$ cat src/rtl/ahim_config_pkg.sv
// rtl/ahim_config_pkg.sv - system-wide configuration constants shared by the HPS PIO path
package ahim_config_pkg;

    localparam int PIO_DATA_WIDTH = 32;

endpackage

$ cat src/rtl/ocr_filo_pkg.sv
// rtl/ocr_filo_pkg.sv - types and defaults for the OCR result LIFO
package ocr_filo_pkg;

    import ahim_config_pkg::*;

    localparam int FILO_DEPTH = 16;

    typedef logic [PIO_DATA_WIDTH-1:0] filo_word_t;
    typedef logic [$clog2(FILO_DEPTH+1)-1:0] filo_ptr_t;

endpackage

$ cat src/rtl/ocr_filo_mem.sv
// rtl/ocr_filo_mem.sv - one-write one-read synchronous array backing the OCR result LIFO
module ocr_filo_mem #(
    parameter int DEPTH = 16,
    parameter int WIDTH = 32
) (
    input  logic                     clk_in,
    input  logic                     wr_en,
    input  logic [$clog2(DEPTH)-1:0] wr_addr,
    input  logic [WIDTH-1:0]         wr_data,
    input  logic                     rd_en,
    input  logic [$clog2(DEPTH)-1:0] rd_addr,
    output logic [WIDTH-1:0]         rd_data
);

    logic [WIDTH-1:0] mem [DEPTH];

    // Write port and registered read port; no reset so the array maps onto block RAM
    always_ff @(posedge clk_in) begin
        if (wr_en) begin
            mem[wr_addr] <= wr_data;
        end
        if (rd_en) begin
            rd_data <= mem[rd_addr];
        end
    end

endmodule

$ cat src/rtl/ocr_result_filo.sv
// rtl/ocr_result_filo.sv - newest-first result buffer between OCR receive unit and HPS PIO (optional OCR_FILO_PEAK_EN)
module ocr_result_filo
    import ocr_filo_pkg::*;
#(
    parameter int DEPTH = FILO_DEPTH,
    parameter int WIDTH = ahim_config_pkg::PIO_DATA_WIDTH
) (
    input  logic                       clk_in,
    input  logic                       rst,
    input  logic [WIDTH-1:0]           data_to_FILO,
    input  logic                       push_filo,
    input  logic                       Clear_buff,
    input  logic                       pop_req,
    output logic [WIDTH-1:0]           data_out,
    output logic                       data_valid,
    output logic [$clog2(DEPTH+1)-1:0] word_count,
    output logic                       empty,
    output logic                       full,
    output logic                       overflow,
    output logic                       underflow,
    output logic [$clog2(DEPTH+1)-1:0] peak_count
);

    localparam int AW = $clog2(DEPTH);
    localparam int PW = $clog2(DEPTH+1);

    logic [PW-1:0]    sp;
    logic [PW-1:0]    sp_m1;
    logic [PW-1:0]    sp_p1;
    logic             pop_req_d;
    logic             pop_fire;
    logic             push_only;
    logic             pop_only;
    logic             push_pop;
    logic             is_full;
    logic             is_empty;
    logic             mem_wr_en;
    logic             mem_rd_en;
    logic [WIDTH-1:0] mem_rd_data;
    // data_out comes from the RAM read register or from the bypass register
    logic             src_mem_q;
    logic [WIDTH-1:0] bypass_q;

    assign pop_fire  = pop_req & ~pop_req_d;
    assign push_only = push_filo & ~pop_fire;
    assign pop_only  = pop_fire & ~push_filo;
    assign push_pop  = push_filo & pop_fire;
    assign is_full   = (sp == PW'(DEPTH));
    assign is_empty  = (sp == '0);
    assign sp_m1     = sp - PW'(1);
    assign sp_p1     = sp + PW'(1);

    assign mem_wr_en = ~Clear_buff & push_only & ~is_full;
    assign mem_rd_en = ~Clear_buff & pop_only & ~is_empty;

    ocr_filo_mem #(
        .DEPTH (DEPTH),
        .WIDTH (WIDTH)
    ) u_mem (
        .clk_in  (clk_in),
        .wr_en   (mem_wr_en),
        .wr_addr (sp[AW-1:0]),
        .wr_data (data_to_FILO),
        .rd_en   (mem_rd_en),
        .rd_addr (sp_m1[AW-1:0]),
        .rd_data (mem_rd_data)
    );

    // Stack pointer, pop edge detect, sticky errors and data_out source select
    always_ff @(posedge clk_in or posedge rst) begin
        if (rst) begin
            sp         <= '0;
            pop_req_d  <= 1'b0;
            data_valid <= 1'b0;
            overflow   <= 1'b0;
            underflow  <= 1'b0;
            src_mem_q  <= 1'b0;
            bypass_q   <= '0;
        end else begin
            pop_req_d <= pop_req;
            if (Clear_buff) begin
                sp         <= '0;
                data_valid <= 1'b0;
                overflow   <= 1'b0;
                underflow  <= 1'b0;
            end else begin
                data_valid <= pop_fire;
                if (push_only) begin
                    if (is_full) begin
                        overflow <= 1'b1;
                    end else begin
                        sp <= sp_p1;
                    end
                end
                if (pop_only) begin
                    if (is_empty) begin
                        underflow <= 1'b1;
                        bypass_q  <= '0;
                        src_mem_q <= 1'b0;
                    end else begin
                        sp        <= sp_m1;
                        src_mem_q <= 1'b1;
                    end
                end
                if (push_pop) begin
                    bypass_q  <= data_to_FILO;
                    src_mem_q <= 1'b0;
                end
            end
        end
    end

    assign data_out   = src_mem_q ? mem_rd_data : bypass_q;
    assign word_count = sp;
    assign empty      = is_empty;
    assign full       = is_full;

`ifdef OCR_FILO_PEAK_EN
    logic [PW-1:0] peak_q;

    // High-water mark of occupancy, raised on each accepted push
    always_ff @(posedge clk_in or posedge rst) begin
        if (rst) begin
            peak_q <= '0;
        end else if (Clear_buff) begin
            peak_q <= '0;
        end else if (mem_wr_en && (sp_p1 > peak_q)) begin
            peak_q <= sp_p1;
        end
    end

    assign peak_count = peak_q;
`else
    assign peak_count = '0;
`endif

endmodule

$ cat config.mk
export PLATFORM = sky130hd
export DESIGN_NAME = ocr_result_filo
export DESIGN_NICKNAME = d
export VERILOG_FILES = /design/src/rtl/ahim_config_pkg.sv /design/src/rtl/ocr_filo_pkg.sv /design/src/rtl/ocr_filo_mem.sv /design/src/rtl/ocr_result_filo.sv
export SDC_FILE = /design/constraint.sdc
export NUM_CORES = 1
export LEC_CHECK = 0
export BUFFER_PORTS_ARGS = -buffer_cell sky130_fd_sc_hd__buf_2
export CAP_MARGIN = 20
export CORE_MARGIN = 10
export CORE_UTILIZATION = 60
export CTS_BUF_LIST = sky130_fd_sc_hd__clkbuf_16
export DETAILED_ROUTE_END_ITERATION = 8
export PLACE_DENSITY_LB_ADDON = 0.12
export SETUP_SLACK_MARGIN = 0.02
export SYNTH_ARGS = -nofsm -noshare
export SYNTH_HDL_FRONTEND = slang
export SYNTH_SLANG_ARGS = --single-unit
$ cat constraint.sdc
create_clock -name clk_in -period 11.3 [get_ports clk_in]
set_input_delay 2.26 -clock clk_in [delete_from_list [all_inputs] [get_ports clk_in]]
set_output_delay 2.26 -clock clk_in [all_outputs]
set_load 0.03 [all_outputs]
* Word-level counts from Yosys, hierarchy flattened
Memory sizes are Yosys's and may differ from the RTL's. A register that Yosys moved wholly into a read port is not among the register bits.
Cells that the tools add are included.
** Word-level totals
- Memories :: 1
- RAM bits :: 512
- Word-level logic and storage cells :: 57
- Bits of input ports :: 37
- Output and inout bits :: 47
- Register bits :: 42
** Memory list
- u_mem.mem :: depth 16, width 32, read ports 1, clocked after memory_dff 1, write ports 1, RTL line ocr_filo_mem.sv:15 : logic [WIDTH-1:0] mem [DEPTH];
** Operators by class
- Bitwise gates (word level) :: 14
- $add $sub $neg :: 2
- Mux-type cells :: 21
- Reduce and logical (&&, ||, !) cells :: 11
- Equal/unequal tests :: 1
** Operators by type and width (count)
- 32-bit two-way mux :: 4
- 5-bit two-way mux :: 5
- 1-bit two-way mux :: 12
- 2-bit nonzero test :: 6
- 1-bit AND :: 8
- 1-bit NOT :: 6
- 2-bit AND reduction :: 3
- 5-bit by 1-bit adder with 5-bit output (second input constant) :: 1
- 5-bit equality test (second input constant) :: 1
- 5-bit zero test :: 1
- 5-bit by 1-bit subtractor with 5-bit output (second input constant) :: 1
- 3-bit AND reduction :: 1

* Logic depth before layout (Yosys ltp)
Gate-level depths: netlist of run 1.
- Depth in word-level cells :: 8
- Mapped depth :: 11

* Cells and area by module
Synthesis of run 1 repeated with hierarchy kept, for this count alone.
** Unflattened totals
- Cells, all modules :: 1091
- Area total of the unflattened synthesis :: 22680.5 um^2
** By module, submodules not included
- ocr_filo_mem :: area each 20174.3 um^2, seq. area each 16335.7 um^2, instances 1, cells an instance 838
- ocr_result_filo :: area each 2506.2 um^2, seq. area each 1051.0 um^2, instances 1, cells an instance 253

* Least setup slack after synthesis of run 1
No wires, ideal clock.
- Path type :: input port to flip-flop
- Start point :: input push_filo
- End point :: memory u_mem.mem[3][0], enable pin
- Path buffers :: 1
- Library setup time :: 0.461 ns
- Path slack :: 5.538 ns
- Data required time :: 10.839 ns
- Stages :: 5
- Arrival time :: 5.301 ns
- Cell sequence :: buf_2 > inv_1 > nor4_1 > nand2_1 > nor3_1
** On the way
- Longest elaborated chain between the ends :: 5
** Ends and longest elaborated chain
- start, declared :: RTL line ocr_result_filo.sv:11 : input logic push_filo,
- 1-bit AND :: RTL line ocr_result_filo.sv:45 : assign push_only = push_filo & ~pop_fire;
- 1-bit AND (2 in series) :: RTL line ocr_result_filo.sv:53 : assign mem_wr_en = ~Clear_buff & push_only & ~is_full;
- 1-bit two-way mux :: RTL line ocr_filo_mem.sv:19 : if (wr_en) begin
- 1-bit two-way mux (implied by the code) :: RTL line ocr_filo_mem.sv:20 : mem[wr_addr] <= wr_data;
- end, declared :: RTL line ocr_filo_mem.sv:15
No other way between the ends.

* Final worst setup path of run 1
- Start point :: input push_filo
- End point :: memory u_mem.mem[1][28], enable pin
Same word-level chain as after synthesis.

==> results of run 1 <==
-- sequential cells by signal, summed over array words and instances (netlist names) --
register       cells
overflow           1
data_valid         1
u_mem.rd_data     32
word_count         5
u_mem.mem        512
underflow          1
src_mem_q          1
pop_req_d          1
bypass_q          32
-- cells by family after synthesis --
kind of cell / count (synthesis)
AO/OA/AOI/OAI: 108
XOR/XNOR: 5
adder cells (fa/ha/maj): 5
buffers and inverters: 77
flip-flops: 586
multiplexers: 161
other: 1
AND/OR/NAND/NOR: 213
-- worst reg2reg max path, delay by kind of cell, from the launching register on --
family / cells / cell delay, ps
buf+inv: 2 / 1110
fa+ha+maj: 1 / 980
flops: 1 / 560
compound gates: 2 / 500
mux: 1 / 420
simple gates: 1 / 180
-- where the power goes --
| part | total [uW] | internal, uW | switching, uW |
|---|---|---|---|
| logic | 556 | 218 | 337 |
| clock network | 1910 | 1120 | 786 |
| registers | 2440 | 2410 | 25.7 |
-- per-layer routing --
layer,vias up,global-route usage,routed length [um]
met2,414,0.334,23300
met4,0,0.0547,850
met1,5949,0.304,21000
li1,4831,-,-
met3,62,0.0465,3570
met5,-,0,0
-- path summary, 6_finish.rpt --
path                                    start               end  slack [ps]  cells past startpoint
min in group asynchronous                 rst       bypass_q[2]        1840                      3
worst min register to register   bypass_q[28]      bypass_q[28]         480                      2
worst max register to register  word_count[0]  u_mem.rd_data[5]        7270                      7
worst min-delay path             bypass_q[28]      bypass_q[28]         480                      2
worst max-delay path                push_filo  u_mem.mem[1][28]        6500                      6
max in group asynchronous                 rst     word_count[0]        8900                      3
-- area by class of cell --
cell class              count  area, um^2
clock buffers              59        1480
multi-input cells         497        5190
fillers                  2351       11600
clock inverters            45         410
flip-flops and latches    586       17400
inverters                   5        18.8
well taps                 511         639
repair buffers            107         816
-- through the flow --
| stage | power (uW) | cells | area [um^2] | hold slack (ps) |
|---|---|---|---|---|
| after floorplan | 2870 | 1160 | 22900 | 446 |
| after global placement | 3030 | 1693 | 23800 | 460 |
| after detailed placement | 3040 | 1703 | 24000 | 471 |
| after CTS | 4940 | 1807 | 25900 | 484 |
| after global routing | 5070 | 1810 | 25900 | 515 |
| final | 4900 | 1810 | 25900 | 479 |
-- cell usage after synthesis --
library cell  instances  area [um^2]
nor2_1               19         71.3
nand2_1             136          510
nor3b_1               2         15.0
mux2_2               33          372
nor4_1                1         6.26
o21ai_1              28          140
dfrtp_1              42         1050
buf_6                 8         90.1
mux4_2              128         2880
clkbuf_1             25         93.8
nor4bb_2              1         16.3
nor4b_4               1         23.8
xor2_1                1         8.76
a21o_1                1         7.51
nor2b_1               2         12.5
a311oi_1              1         8.76
ha_1                  5         62.6
buf_1                 5         18.8
xnor2_1               3         26.3
nand4_1               1         6.26
buf_4                15          113
xor2_2                1         16.3
nor3_1                6         30.0
or3_1                 2         12.5
edfxtp_1            544        16300
o32ai_1               2         17.5
conb_1                1         3.75
and2_1               33          206
buf_2                19         95.1
o21ai_0               6         30.0
a211oi_1             33          248
nand2b_1              4         25.0
a31oi_1              33          206
nand3_1               4         20.0
o21ai_2               1         8.76
a21oi_1               2         10.0
inv_1                 5         18.8
and3b_1               1         8.76
o22ai_1               1         6.26
==> summary.txt, run 1 <==
Status
  • Status: complete, no violations

Detailed routing
  • Post-route antenna net violation count: 0
  • Via density per instance: 6.22
  • Via count: ~11k
  • DR iter-0 viols: ~860
  • DRC violations left: 0
  • Pre-antenna DRT Iters: 6
  • Total routed wirelength: 48.7 mm
  • WL/cell: around 27 um

Cells and area
  • Layout area overhead: 13.6%
  • # diodes: 0
  • Final core occ: 0.691
  • Commonest non-fill, non-tap cell in the layout: edfxtp_1
  • Nets: 1296
  • Layout cells sized above 1: 0.289
  • Most frequent cells in the layout: edfxtp_1 (544), nand2_1 (136), mux4_2 (128)

Clock tree
  • CTS resizes: 0
  • CTS Sinks: around 590
  • Hold Buf Count CTS: 0
  • Post-CTS Setup Inserts: 0
  • CTS tree: yes
  • Cts bufs inserted: 57
  • Root buf cell: clkbuf_16
  • H-Tree Depth: 2
  • Worst-Skew Late Latency: approximately 600 ps
  • Clk pin slew, worst setup/hold paths: 60 ps
  • CTS max path bufs: 3

Logic synthesis
  • Mapped Area: 22800 um^2
  • Mapped Avg Cell Area: around 20 um^2
  • Main combinational cell family by area after synthesis: multiplexers
  • Ys Warns: 0
  • Post-synthesis sequential area ratio: 0.761
  • Multiplexer share of the synthesized area: 0.143
  • XOR/XNOR Fraction of Synth Area: 0.00225
  • Post-Synthesis Cells: 1156
  • Synth Area in Compound Gates: 0.0299
  • Synth Area in Simple Gates: 0.0422
  • Synthesized flop and latch total: 586
  • Netlist cell types: 39
  • Adder-Cell Fraction of Synth Area: 0.00274

Global route
  • First-pass GRT wire length: ~75 mm
  • Total track usage: 0.213
  • Vias in the first global route: 11.9k
  • Antenna violations before repair: 1
  • Largest net degree at the start of global routing: 67
  • Grt ovf: 0

Die
  • DIE WIDTH: 215 um
  • Die Ht: 215 um
  • FP Rows: a little over 70
  • Starting Density: 0.608
  • Core area: approximately 38000 um^2
  • IO Pins: 84
  • Die area: 46300 um^2

Place
  • Worst slack at placement: 5930 ps
  • Post-DP HPWL: roughly 27 mm
  • Final GP Congestion: ~0.78
  • Port Buf Inserts: 78

Critical path
  • Crit path max fanout: 25
  • CP Data Required Time: 11520 ps
  • Startpoint types: input pin
  • CP Buf/Inv Count: 3
  • Worst EP arrival: between 5000 and 6000 ps
  • Critical Path Sink Type: flop
  • CP cell instances: buf_2 -> inv_1 -> nor4_1 -> nand2_1 -> nor3_2 -> buf_4
  • Slowest CP cell: nor3_2
  • CP Class: in -> reg
  • Largest stage delay on the critical path: 820 ps
  • CP delay by family, top: simple AND/OR/NAND/NOR gates

STA
  • Final Critical Period: 4800 ps
  • Slew HR: 0.259
  • Fin crit share: 0.424
  • Final setup violation count: 0
  • Clk_skew: ~25 ps
  • Final worst slack: 6500 ps
  • Fmax: 209 MHz
  • Fin Setup TNS: 0 ps
  • Fin. Hold Viols: 0
  • RSZ-0062 raised after global routing: false
  • Worst slew pin tran: 1110 ps
  • Final Max Slew Viols: 0

Power and ir drop
  • P per Cell Area: 189 nW/um^2
  • VDD IR max: 198 uV
  • P_leak: 0.00850 uW

Hold path
  • Hold Path Class: reg -> reg

Flow run
  • Max Cap Violations: 0
Note: power is estimated with default switching activity, not from simulation.
==> run 2, diff against run 1 <==
==> constraint.sdc (replaced) <==
create_clock -name clk_in -period 4.5 [get_ports clk_in]
set_input_delay 0.9 -clock clk_in [delete_from_list [all_inputs] [get_ports clk_in]]
set_output_delay 0.9 -clock clk_in [all_outputs]
set_load 0.03 [all_outputs]
==> summary.txt, run 2 (same netlist as run 1, synthesis figures left out) <==
Place
  • Port Buf Inserts: 78 (unchanged)
  • Post-Place Cells: 1711 (was 1703)
  • Final GP Congestion: 0.812 (was 0.778)
  • Post-DP HPWL: 28.6 mm (was 26.8 mm)
  • DP Area: 24000 um^2 (about the same)
  • Worst slack at placement: 889 ps (was 5930 ps)

STA
  • Final Max Slew Viols: 0 (unchanged)
  • Clk_skew: 16.6 ps (was 25.4 ps)
  • Final Critical Period: between 3000 and 4000 ps
  • Fin Setup TNS: 0 ps (unchanged)
  • Worst slew pin tran: 1090 ps (was 1110 ps)
  • Final worst slack: 897 ps (was 6500 ps)
  • Final setup violation count: 0 (unchanged)
  • Fin. Hold Viols: 0 (unchanged)
  • Slew HR: 0.270 (was 0.259)
  • Fmax: 278 MHz
  • RSZ-0062 raised after global routing: false (unchanged)
  • Fin crit share: 0.801

Detailed routing
  • DRC violations left: 0 (unchanged)
  • DR iter-0 viols: 1092 (was 858)
  • Post-route antenna net violation count: 0 (unchanged)
  • WL/cell: 27.4 um (was 26.9 um)
  • Total routed wirelength: 49.7 mm (was 48.7 mm)
  • Pre-antenna DRT Iters: 5 (was 6)
  • Via density per instance: 6.27 (was 6.22)
  • Via count: 11.4k (was 11.3k)

Global route
  • Total track usage: 0.218 (was 0.213)
  • First-pass GRT wire length: 75.6 mm (was 74.7 mm)
  • Largest net degree at the start of global routing: 62 (was 67)
  • Grt ovf: 0 (unchanged)
  • Vias in the first global route: 11.8k (was 11.9k)
  • Antenna violations before repair: 0 (was 1)

Critical path
  • CP Class: reg -> reg (was in -> reg)
  • Crit path max fanout: 61 (was 25)
  • Worst Reg2Reg Path Length in Cells: 7 (unchanged)
  • Worst EP arrival: 3910 ps (was 5010 ps)
  • Reg-to-reg startpoint: word_count[0] (unchanged)
  • Startpoint types: flop (was input pin)
  • CP Data Required Time: 4810 ps (was 11520 ps)
  • Flop-to-flop setup slack: 900 ps (was 7270 ps)
  • RR Endpoint: u_mem.rd_data[9] (was u_mem.rd_data[5])
  • Critical Path Sink Type: flop (unchanged)

Power and ir drop
  • Int Pwr: 9180 uW (was 3750 uW)
  • VDD IR max: 369 uV (was 198 uV)
  • Combinational share of power: 0.116 (was 0.113)
  • Sequential Power Share: 0.508 (was 0.497)
  • Sw frac: 0.239 (was 0.234)
  • Clock power share: 0.376 (was 0.389)
  • P_leak: 0.00849 uW (was 0.00850 uW)
  • P per Cell Area: 467 nW/um^2 (was 189 nW/um^2)
  • P_sw: 2880 uW (was 1150 uW)

Cells and area
  • Nets: 1302 (was 1296)
  • Post-route insts no fill: 1818 (was 1810)
  • Design area: 25800 um^2 (was 25900 um^2)
  • # diodes: 0 (unchanged)
  • Layout cells sized above 1: 0.288 (was 0.289)
  • Commonest non-fill, non-tap cell in the layout: edfxtp_1 (unchanged)
  • Area of the multi-input gates: 5210 um^2 (was 5190 um^2)
  • Seq. cell area: 17400 um^2 (unchanged)
  • Max reg flops: 512 (unchanged)
  • Largest reg by FF count: u_mem.mem (unchanged)
  • Most frequent cells in the layout: edfxtp_1 (544), nand2_1 (136), mux4_2 (128) (unchanged)
  • Fillcell total: 2422 (was 2351)
  • Layout area overhead: 13.2% (was 13.6%)
  • Largest regs: u_mem.mem (512), bypass_q (32), u_mem.rd_data (32) (unchanged)

Die
  • FP Rows: 71 (unchanged)
  • Core area: 37600 um^2 (unchanged)
  • Die area: 46300 um^2 (unchanged)
  • IO Pins: 84 (unchanged)
  • Die Ht: 215 um (unchanged)
  • Starting Density: 0.608 (unchanged)
  • DIE WIDTH: 215 um (unchanged)

Clock tree
  • Clk pin slew, worst setup/hold paths: 60 ps (about the same)
  • Worst-Skew Late Latency: 620 ps (was 600 ps)
  • Post-CTS Setup Inserts: 0 (unchanged)
  • CTS resizes: 0 (unchanged)
  • Root buf cell: clkbuf_16 (unchanged)
  • Hold Buf Count CTS: 0 (unchanged)
  • H-Tree Depth: 2 (unchanged)
  • CTS max path bufs: 3 (unchanged)
  • CTS Sinks: 586 (unchanged)
  • CTS tree: yes (unchanged)
  • Cts bufs inserted: 57 (unchanged)

Hold path
  • Hold Path Class: in -> async (was reg -> reg)

Status
  • Status: complete, no violations (unchanged)

Flow run
  • Max Cap Violations: 0 (unchanged)
-- run 2: cell count changes in the layout (fill, tap and decap cells not counted), moves of 2 or more --
| cell | before | now |
|---|---|---|
| inv_1 | 11 | 20 |
| nor3_2 | 3 | 0 |
| nor3_4 | 0 | 3 |
| buf_12 | 7 | 11 |
| buf_4 | 16 | 24 |
| bufinv_16 | 8 | 4 |
| buf_16 | 6 | 0 |
| clkinv_1 | 16 | 14 |
-- run 2: area by class of cell --
cell class	count	area share
multi-input combinational	497	0.202
timing repair buffer	113	0.0306
inverter	5	0.000726
clock buffer	58	0.0562
sequential	586	0.673
tap	511	0.0247
clock inverter	48	0.0130
-- run 2: routing by layer --
metal,wire length [um],GRT usage
met1,20900,0.307
met5,0,0
met2,24300,0.349
met3,3850,0.0463
met4,728,0.0451
-- run 2: worst max path at each step --
stage / from / end / slack (ps) / cells after the start
2_1_floorplan: word_count[0] / u_mem.mem[15][0] / 480 / 9
3_3_place_gp: word_count[0] / u_mem.rd_data[8] / 950 / 7
3_5_place_dp: word_count[0] / u_mem.rd_data[3] / 890 / 7
4_1_cts: word_count[0] / u_mem.rd_data[9] / 830 / 7
5_1_grt: word_count[0] / u_mem.rd_data[9] / 670 / 7
6_report: word_count[0] / u_mem.rd_data[9] / 900 / 7
-- run 2: stage by stage --
| stage | power [uW] | hold slack, ps | utilization |
|---|---|---|---|
| CTS | 12200 | 351 | 0.687 |
| global placement | 7630 | 460 | 0.640 |
| detailed placement | 7650 | 469 | 0.640 |
| floorplan | 7200 | 446 | - |
| global route | 12500 | 351 | 0.688 |
| finish | 12100 | 341 | 0.688 |
-- run 2: power by group through the flow --
stage                     Clock [uW]  Combinational [uW]  Sequential [uW]
after floorplan                    0                1000             6200
after global placement             0                1390             6240
after detailed placement           0                1410             6240
after CTS                       4610                1420             6130
after global routing            4850                1510             6130
final                           4530                1400             6130
-- run 2: worst max-delay path, cell delays in order, from the launching register on --
cell	delay, ps
dfrtp_4	770
inv_1	260
ha_4	940
buf_4	430
mux4_2	340
and2_1	170
a211oi_1	240
a31oi_1	80
==> run 3, diff against run 2 <==
--- a/config.mk
+++ b/config.mk
@@ -5,10 +5,11 @@
 export SDC_FILE = /design/constraint.sdc
 export NUM_CORES = 1
 export LEC_CHECK = 0
+export ABC_AREA = 1
 export BUFFER_PORTS_ARGS = -buffer_cell sky130_fd_sc_hd__buf_2
 export CAP_MARGIN = 20
 export CORE_MARGIN = 10
-export CORE_UTILIZATION = 60
+export CORE_UTILIZATION = 56
 export CTS_BUF_LIST = sky130_fd_sc_hd__clkbuf_16
 export DETAILED_ROUTE_END_ITERATION = 8
 export PLACE_DENSITY_LB_ADDON = 0.12
==> constraint.sdc (replaced) <==
create_clock -name clk_in -period 3.3 [get_ports clk_in]
set_input_delay 0.66 -clock clk_in [delete_from_list [all_inputs] [get_ports clk_in]]
set_output_delay 0.66 -clock clk_in [all_outputs]
set_load 0.03 [all_outputs]
==> summary.txt, run 3 <==
Detailed routing
  • Post-route antenna net violation count: 0 (unchanged)
  • Pre-antenna DRT Iters: 8 (was 5)
  • DR iter-0 viols: 2633 (was 1092)
  • WL/cell: 22.4 um (was 27.4 um)
  • Total routed wirelength: 65.1 mm (was 49.7 mm)
  • Via density per instance: 5.69 (was 6.27)
  • Via count: 16.6k (was 11.4k)
  • DRC violations left: 0 (unchanged)

Clock tree
  • H-Tree Depth: 2 (unchanged)
  • CTS tree: yes (unchanged)
  • CTS max path bufs: 3 (unchanged)
  • Root buf cell: clkbuf_16 (unchanged)
  • Cts bufs inserted: 60 (was 57)
  • Worst-Skew Late Latency: 620 ps (about the same)
  • Clk pin slew, worst setup/hold paths: 60 ps (about the same)
  • CTS Sinks: 586 (unchanged)
  • Post-CTS Setup Inserts: 0 (unchanged)
  • CTS resizes: 0 (unchanged)
  • Hold Buf Count CTS: 1 (was 0)

Logic synthesis
  • Ys flop type: edfxtp_1 (unchanged)
  • EDFF count, synth: 544 (unchanged)
  • Asr flop ratio synth: 0.0717 (unchanged)
  • Most common cell in the synthesized netlist: nand2_1 (was edfxtp_1)
  • Area contributors post-synth: edfxtp_1 (67%), nand2_1 (12%), nand3_1 (5.5%) (was edfxtp_1 (72%), mux4_2 (13%), dfrtp_1 (4.6%))
  • Area leader, netlist: edfxtp_1 (unchanged)
  • Mapped Avg Cell Area: 11.0 um^2 (was 19.8 um^2)
  • Mapped Area: 24300 um^2 (was 22800 um^2)
  • Synthesized flop and latch total: 586 (unchanged)
  • Synth top area share: 0.671 (was 0.715)
  • Netlist cell types: 30 (was 39)
  • Post-Synthesis Cells: 2205 (was 1156)
  • Post-synth top cells: nand2_1 (755), edfxtp_1 (544), nand3_1 (266) (was edfxtp_1 (544), nand2_1 (136), mux4_2 (128))
  • Ys Warns: 0 (unchanged)
  • Post-synthesis sequential area ratio: 0.714 (was 0.761)

Cells and area
  • Post-route insts no fill: 2910 (was 1818)
  • Largest reg by FF count: u_mem.mem (unchanged)
  • Layout area overhead: 12.7% (was 13.2%)
  • Commonest non-fill, non-tap cell in the layout: nand2_1 (was edfxtp_1)
  • Largest regs: u_mem.mem (512), bypass_q (32), u_mem.rd_data (32) (unchanged)
  • Nets: 2317 (was 1302)
  • Layout cells sized above 1: 0.114 (was 0.288)
  • Max reg flops: 512 (unchanged)
  • # diodes: 0 (unchanged)
  • Most frequent cells in the layout: nand2_1 (755), edfxtp_1 (544), nand3_1 (266) (was edfxtp_1 (544), nand2_1 (136), mux4_2 (128))

STA
  • Slew HR: 0.181 (was 0.270)
  • Clk_skew: 20.6 ps (was 16.6 ps)
  • Worst slew pin tran: 1230 ps (was 1090 ps)
  • Fmax: 329 MHz
  • RSZ-0062 raised after global routing: false (unchanged)
  • Final setup violation count: 0 (unchanged)
  • Fin crit share: 0.922
  • Final Max Slew Viols: 0 (unchanged)
  • Fin. Hold Viols: 0 (unchanged)
  • Final Critical Period: just over 3000 ps

Place
  • Post-Place Cells: 2797 (was 1711)
  • Post-DP HPWL: 38.7 mm (was 28.6 mm)
  • Final GP Congestion: 0.865 (was 0.812)
  • Port Buf Inserts: 78 (unchanged)

Critical path
  • CP Data Required Time: 2640 ps (was 4810 ps)
  • CP Class: reg -> out (was reg -> reg)
  • Worst EP arrival: 2380 ps (was 3910 ps)
  • Critical Path Sink Type: output pin (was flop)
  • Crit path max fanout: 38 (was 61)
  • Startpoint types: flop (unchanged)
  • Worst Reg2Reg Path Length in Cells: 8 (was 7)

Hold path
  • Hold Path Class: in -> reg (was in -> async)
  • Hold Crit Depth: 1

Power and ir drop
  • P per Cell Area: 639 nW/um^2 (was 467 nW/um^2)
  • P_leak: 0.0108 uW (was 0.00849 uW)
  • VDD IR max: 440 uV (was 369 uV)
  • Tot Pwr: 17500 uW (was 12100 uW)

Global route
  • First-pass GRT wire length: 97.2 mm (was 75.6 mm)
  • Grt ovf: 0 (unchanged)
  • Antenna violations before repair: 1 (was 0)
  • Total track usage: 0.244 (was 0.218)
  • Vias in the first global route: 15.3k (was 11.8k)
  • Largest net degree at the start of global routing: 200 (was 62)

Flow run
  • Max Cap Violations: 0 (unchanged)

Die
  • Die Ht: 228 um (was 215 um)
  • Core area: 43000 um^2 (was 37600 um^2)
  • DIE WIDTH: 228 um (was 215 um)
  • Starting Density: 0.566 (was 0.608)
  • FP Rows: 76 (was 71)
  • Die area: 52200 um^2 (was 46300 um^2)
  • IO Pins: 84 (unchanged)

Status
  • Status: complete, no violations (unchanged)
==> run 3: changes by cell type in the layout (fill, tap and decap cells not counted), sizes merged, moves of 22 or more <==
cell | before | now
a211oi | 33 | 0
a31oi | 33 | 0
and2 | 33 | 0
inv | 22 | 158
mux2 | 33 | 0
mux4 | 128 | 0
nand2 | 136 | 755
nand3 | 4 | 268
nor2 | 19 | 159
o211ai | 0 | 22
o21ai | 35 | 109
or2 | 0 | 22
==> run 3: worst paths after layout <==
check	from	end	slack (ps)
max	src_mem_q	data_out[31]	260
min	pop_req	pop_req_d	180
max reg2reg	word_count[1]	u_mem.mem[0][7]	520
min reg2reg	underflow	underflow	500
max in group asynchronous	rst	bypass_q[3]	2120
min in group asynchronous	rst	pop_req_d	530
==> run 3: cell families (layout without fill, tap and decap cells) <==
kind of cell	after synthesis	in the layout	synth area share
xor+xnor	4	4	0.00236
other cells	1	5	0.000154
flops	586	586	0.714
fa+ha+maj	5	5	0.00257
simple gates	1206	1206	0.203
buf+inv	267	383	0.0472
compound gates	136	136	0.0305
==> run 3: final cells by class <==
class | instances | area, um^2
timing repair buffer | 131 | 953
clock buffer | 61 | 1530
multi-input combinational | 1356 | 6020
sequential | 586 | 17400
fill | 3377 | 15500
inverter | 140 | 536
clock inverter | 51 | 279
tap | 585 | 732
==> run 3: worst max-delay path, cell delays in order (launching register included) <==
cell and delay [ps]:
dfrtp_2 840, buf_4 430, nand2_1 100, o21ai_0 130, buf_2 250
==> run 3: per-layer routing <==
metal	vias to the layer above	global-route usage	part of all wire
li1	7553	-	-
met1	7998	0.373	0.44
met2	928	0.340	0.43
met3	89	0.0580	0.12
met4	0	0.0712	0.022
met5	-	0	0
==> run 3: power breakdown <==
group          leakage (uW)  internal, uW  switching, uW  total (uW)
clock              0.000953          3480           2780        6260
sequential          0.00547          8300           73.5        8370
combinational       0.00439           793           2120        2910
total                0.0108         12600           4970       17500
==> run 3: stage by stage <==
step / util / TNS [ps] / cell area, um^2 / hold slack [ps] / setup slack [ps]
2_1_floorplan: - / -193780 / 24400 / 483 / -433
3_3_place_gp: 0.596 / 0 / 25600 / 480 / 459
3_5_place_dp: 0.596 / 0 / 25600 / 495 / 393
4_1_cts: 0.638 / 0 / 27400 / 152 / 154
5_1_grt: 0.638 / 0 / 27400 / 168 / 124
6_report: 0.638 / 0 / 27400 / 176 / 257
